`src/rtl/display_pic_window.sv`:
```
// Pixel-source stage: maps the VGA scan position into a movable, integer-scaled,
// horizontally scrolling image window, addresses the image RAM and expands words to RGB888.
`timescale 1ns/1ps
module display_pic_window #(
  parameter int          CW          = 4,
  parameter int          IMG_XW      = 9,
  parameter int          IMG_YW      = 9,
  parameter int          SCALE_SH    = 0,
  parameter int          MEM_LAT     = 1,
  parameter int          SCROLL_STEP = 1,
  parameter logic [23:0] BG_COLOR    = 24'h0
) (
  input  logic                       clk_div,
  input  logic                       rst,
  input  logic [9:0]                 h_addr,
  input  logic [9:0]                 v_addr,
  input  logic [9:0]                 pos_x,
  input  logic [9:0]                 pos_y,
  input  logic                       scroll_en,
  output logic [IMG_XW+IMG_YW-1:0]   mem_addr,
  input  logic [3*CW-1:0]            mem_data,
  output logic [23:0]                data
);

  localparam logic [15:0] WIN_W = 16'(2 ** (IMG_XW + SCALE_SH));
  localparam logic [15:0] WIN_H = 16'(2 ** (IMG_YW + SCALE_SH));

  typedef struct packed {
    logic [9:0]        px;
    logic [9:0]        py;
    logic [IMG_XW-1:0] scroll_x;
  } frame_t;

  frame_t            frame_q;
  frame_t            cur;
  logic              origin_q;
  logic              frame_start;
  logic              in_win;
  logic [15:0]       h_ext, v_ext, px_ext, py_ext;
  logic [IMG_XW-1:0] img_x;
  logic [IMG_YW-1:0] img_y;
  logic [MEM_LAT:0]  flag_pipe;

  // Bit-replicating expansion of one CW-bit channel to 8 bits (MSB-aligned).
  function automatic logic [7:0] expand_ch(input logic [CW-1:0] ch);
    logic [7:0] r;
    r = '0;
    for (int i = 0; i < 8; i++) r[7-i] = ch[CW-1-(i % CW)];
    return r;
  endfunction

  function automatic logic [23:0] expand(input logic [3*CW-1:0] w);
    return {expand_ch(w[3*CW-1:2*CW]), expand_ch(w[2*CW-1:CW]), expand_ch(w[CW-1:0])};
  endfunction

  assign frame_start = (h_addr == '0) && (v_addr == '0) && !origin_q;

  // A frame-start pixel already sees the freshly latched position and scroll.
  always_comb begin
    // NOTE: every combinational output gets a default first so no path infers a latch.
    cur = frame_q;
    if (frame_start) begin
      cur.px = pos_x;
      cur.py = pos_y;
      if (scroll_en) cur.scroll_x = frame_q.scroll_x + IMG_XW'(SCROLL_STEP);
    end
  end

  assign h_ext  = 16'(h_addr);
  assign v_ext  = 16'(v_addr);
  assign px_ext = 16'(cur.px);
  assign py_ext = 16'(cur.py);

  // Wide compare so a window running past column 1023 never wraps back in.
  assign in_win = (h_ext >= px_ext) && (h_ext < px_ext + WIN_W) &&
                  (v_ext >= py_ext) && (v_ext < py_ext + WIN_H);

  assign img_x = IMG_XW'((h_ext - px_ext) >> SCALE_SH) + cur.scroll_x;
  assign img_y = IMG_YW'((v_ext - py_ext) >> SCALE_SH);

  // NOTE: sequential state uses non-blocking assignments so every register samples pre-edge values.
  always_ff @(posedge clk_div or posedge rst) begin
    if (rst) begin
      origin_q <= 1'b0;
      frame_q  <= '0;
    end else begin
      origin_q <= (h_addr == '0) && (v_addr == '0);
      if (frame_start) frame_q <= cur;
    end
  end

  // mem_addr holds outside the window; the delayed flag masks the stale read data.
  always_ff @(posedge clk_div or posedge rst) begin
    if (rst) begin
      mem_addr  <= '0;
      flag_pipe <= '0;
      data      <= '0;
    end else begin
      if (in_win) mem_addr <= {img_x, img_y};
      flag_pipe <= {flag_pipe[MEM_LAT-1:0], in_win};
      data      <= flag_pipe[MEM_LAT] ? expand(mem_data) : BG_COLOR;
    end
  end

endmodule

```
`config.mk`:
```
export PLATFORM = sky130hd
export DESIGN_NAME = display_pic_window
export DESIGN_NICKNAME = d
export VERILOG_FILES = /design/src/rtl/display_pic_window.sv
export SDC_FILE = /design/constraint.sdc
export NUM_CORES = 1
export LEC_CHECK = 0
export CAP_MARGIN = 5
export CORE_UTILIZATION = 43
export CTS_CLUSTER_DIAMETER = 50
export DETAILED_ROUTE_END_ITERATION = 16
export HOLD_SLACK_MARGIN = 0.06
export PLACE_DENSITY_LB_ADDON = 0.1
export SLEW_MARGIN = 20
export SYNTH_ARGS = -nofsm -noshare
export SYNTH_HDL_FRONTEND = slang
export SYNTH_SLANG_ARGS = --single-unit
```
`constraint.sdc`:
```
create_clock -name clk_div -period 3.7 [get_ports clk_div]
set_input_delay 0.74 -clock clk_div [delete_from_list [all_inputs] [get_ports clk_div]]
set_output_delay 0.74 -clock clk_div [all_outputs]
set_load 0.02 [all_outputs]
```
==> reports/qor.yml <==
status:
  status: "complete, but fails checks"
  violations: "negative setup slack"
layout:
  n_fill_cell: 656
  utilization_pct: 71.2
  fin_cells: 702
  n_antenna_cell: 0
  fin_nets: 685
  syn2layout_area_growth_pct: 59.8
  drive_gt1_share_pct: 36.2
yosys:
  synth_compound_area_share_pct: 6.67
  yosysMostFrequentCell: "nand2_1"
  synth_cells: 403
  synth_seq_cells: 62
  synth_xor_area_share_pct: 5.83
  syn-cell-area_mm2: 0.00390
  synth_top_family_by_area: "simple AND/OR/NAND/NOR gates"
  synth-async-reset-ratio_pct: 100
  synth_nets: 499
  ys_top_cells_by_count: "nand2_1 (77), dfrtp_1 (62), inv_1 (51)"
  synth_warnings: 0
  synth-edff-count: 0
  synth-simple-area-share_pct: 17.4
  synth.area.top_cells: "dfrtp_1 (40%), ha_1 (10%), nand2_1 (7.4%)"
  synth-main-ff-cell: "dfrtp_1"
  ys_seq_area_share_pct: 39.7
  synth.top_cell.area_share_pct: 39.7
  synth_cell_types: 45
  synthMuxAreaShare_pct: 6.96
  synth-adder-area-share_pct: 14.9
  syn_area_per_cell_um2: 9.69
  synth_area_leader_cell: "dfrtp_1"
sta:
  skew_ps: 7.79
  rsz0062_at_grt: "yes"
  maxClockFrequency_ghz: 0.259
  fin_ws_ps: -168
  period_minus_slack_ps: 3870
  slew_viol_final: 0
  slew_headroom_pct: 50.5
  worstMarginPinSlew_ps: 741
  layout_worst_path_cycle_share_pct: 105
  setup_viol_count_final: 3
  hold_viol_final: 0
place:
  place_congestion: 0.849
  port_buffers: 96
  hpwlAfterDp_mm: 7.94
  dpl.cell_count: 666
drt:
  post_drt_wl_per_cell_um: 15.7
  postRouteAntennaNets: 0
  dr.first_iter.drc_count: 99
  first_pass_iters: 4
  routed_wl_mm: 11.0
  viasPerCell: 4.97
  vias: 3488
  drc: 0
grt:
  grt_max_degree: 35
  globalRouteMet2Util_pct: 40.9
  grt_pass1_vias: 3596
  busiest_layer: "met2"
  met3_usage_pct: 3.74
  grt_usage_pct: 22.6
  gr-total-overflow: 0
  use_met1_pct: 27.5
  grt_pass1_wl_mm: 16.9
  grt_antenna_before_repair: 0
clock_tree:
  cts.sinks: 62
  cts_buffers: 9
  cts_buffer_depth: 2
  cts_tree: "yes"
  root_buffer: "clkbuf_8"
  worstSkewPairLatency_ps: 340
  ctsHtreeMaxLevel: 3
  clkTransAtPathRegs_ps: 80
pwr:
  irDropWorstVdd_v: 0.000245
  seq_power_share_pct: 39.3
  leakage_nw: 3.06
  comb_power_share_pct: 34.3
  p_int_mw: 1.42
  clkPwrFrac_pct: 26.4
  switching_share_pct: 31.1
  powerDensity_mw_per_mm2: 330
  p_switching_mw: 0.641
die:
  initial_core_util_pct: 44.5
  die_h_um: 97.3
  dieArea_mm2: 0.00946
  die_x_um: 97.3
  core_mm2: 0.00876
  io_pins: 97
  rows: 34
min_path:
  holdPathEnd: "flag_pipe[1]$_DFF_PP0_"
  min_path_cells: 0
  hp-start: "flag_pipe[0]$_DFF_PP0_"
  hold_class: "flop to flop"
setup_path:
  required_ps: 3930
  worstReg2RegStart: "origin_q$_DFF_PP0_"
  r2r_end: "mem_addr[17]$_DFFE_PP0P_"
  worst_r2r_path_depth: 13
  crit_path_end_kind: "flop"
  crit_type: "primary input to flop"
  worstPathMaxFanout: 5
  r2r_setup_slack_ps: 250
  start_kind: "primary input"
  crit_arrival_ps: 4100
flow_run:
  drv_cap: 0
==> layer usage <==
| layer | vias to the layer above | wire length, µm |
|---|---|---|
| li1 | 1693 | - |
| met2 | 93 | 5770 |
| met3 | 20 | 374 |
| met1 | 1682 | 4650 |
| met4 | 0 | 235 |
| met5 | - | 0 |
==> power by group through the flow <==
| stage | registers, mW | logic [mW] | clock network [mW] |
|---|---|---|---|
| 2_1_floorplan | 0.922 | 0.225 | 0 |
| 4_1_cts | 0.812 | 0.667 | 0.554 |
| 5_1_grt | 0.824 | 0.752 | 0.585 |
| 3_5_place_dp | 0.825 | 0.663 | 0 |
| 6_report | 0.810 | 0.706 | 0.545 |
| 3_3_place_gp | 0.821 | 0.653 | 0 |
==> worst max-delay path, stage by stage <==
cell and delay (ps):
buf_6 100, nor4_4 360, and3b_2 260, and3_4 240, nand2_2 80, xor2_2 170
fa_1 530, inv_2 50, ha_4 210, nor2b_4 120, o31a_1 300, or4_1 410
a31oi_1 190, xnor2_1 100, mux2_4 250
==> flip-flops by register name, summed over array words and instances, names as in the netlist <==
name / flops
mem_addr: 18
origin_q: 1
frame_q: 29
data: 12
flag_pipe: 2
==> worst max path at each step <==
stage / slack (ps) / from / to
after global placement: -830 / h_addr[0] / mem_addr[17]$_DFFE_PP0P_
after CTS: -120 / h_addr[3] / mem_addr[17]$_DFFE_PP0P_
final: -170 / h_addr[3] / mem_addr[17]$_DFFE_PP0P_
after floorplan: -210 / h_addr[7] / mem_addr[17]$_DFFE_PP0P_
after detailed placement: -980 / h_addr[0] / mem_addr[16]$_DFFE_PP0P_
after global routing: -310 / h_addr[9] / mem_addr[17]$_DFFE_PP0P_
==> what timing repair did <==
item	in CTS	in global routing
setup endpoints to repair	19	18
pin swaps	14	14
hold buffers	0	0
resized for setup	91	76
endpoints found under the hold margin	0	0
buffers inserted	3	16
cloned	0	2
==> area by class of cell <==
| type | count | area [µm²] | area share [%] |
|---|---|---|---|
| multi-input cells | 271 | 2420 | 38.7 |
| repair buffers | 194 | 1770 | 28.3 |
| flip-flops and latches | 62 | 1550 | 24.9 |
| inverters | 51 | 194 | 3.11 |
| clock buffers | 10 | 138 | 2.21 |
| well taps | 108 | 135 | 2.17 |
| clock inverters | 6 | 37.5 | 0.602 |
==> metrics by stage <==
| stage | total power [mW] | hold slack, ps | cell area [µm²] | TNS [ps] | setup slack [ps] |
|---|---|---|---|---|---|
| final | 2.06 | 357 | 6240 | -171 | -168 |
| after global routing | 2.16 | 359 | 6240 | -943 | -311 |
| after CTS | 2.03 | 359 | 5760 | -122 | -122 |
| after detailed placement | 1.49 | 341 | 5580 | -15260 | -982 |
| after global placement | 1.47 | 336 | 5580 | -13070 | -826 |
| after floorplan | 1.15 | 331 | 4050 | -346 | -206 |
==> cells by family (layout without fill, tap and decap cells) <==
logic type	count (synthesis)	count (layout)
compound gates	40	40
xor+xnor	26	26
fa+ha+maj	41	41
buf+inv	70	261
flops	62	62
mux	23	23
simple gates	141	141
==> placed cells by master (no fill, tap or decap), types with 5 or more instances in the layout <==
cell type	Yosys	layout
fa_1	9	7
inv_1	51	46
nor3_1	6	5
a21oi_1	9	7
o21ai_0	11	7
nand2_1	77	63
clkbuf_8	0	10
mux2_4	6	6
and3_1	7	5
ha_4	0	10
buf_2	2	7
nor2_1	12	11
dfrtp_1	62	62
nor4_4	0	5
buf_4	12	86
buf_6	1	14
ha_1	32	19
and2_1	12	12
nand2_2	0	10
clkdlybuf4s50_1	0	76
xnor2_1	15	15
a21o_1	5	5
xor2_1	11	9
mux2_2	9	9
No activity file was read; power rests on OpenSTA's default activity.
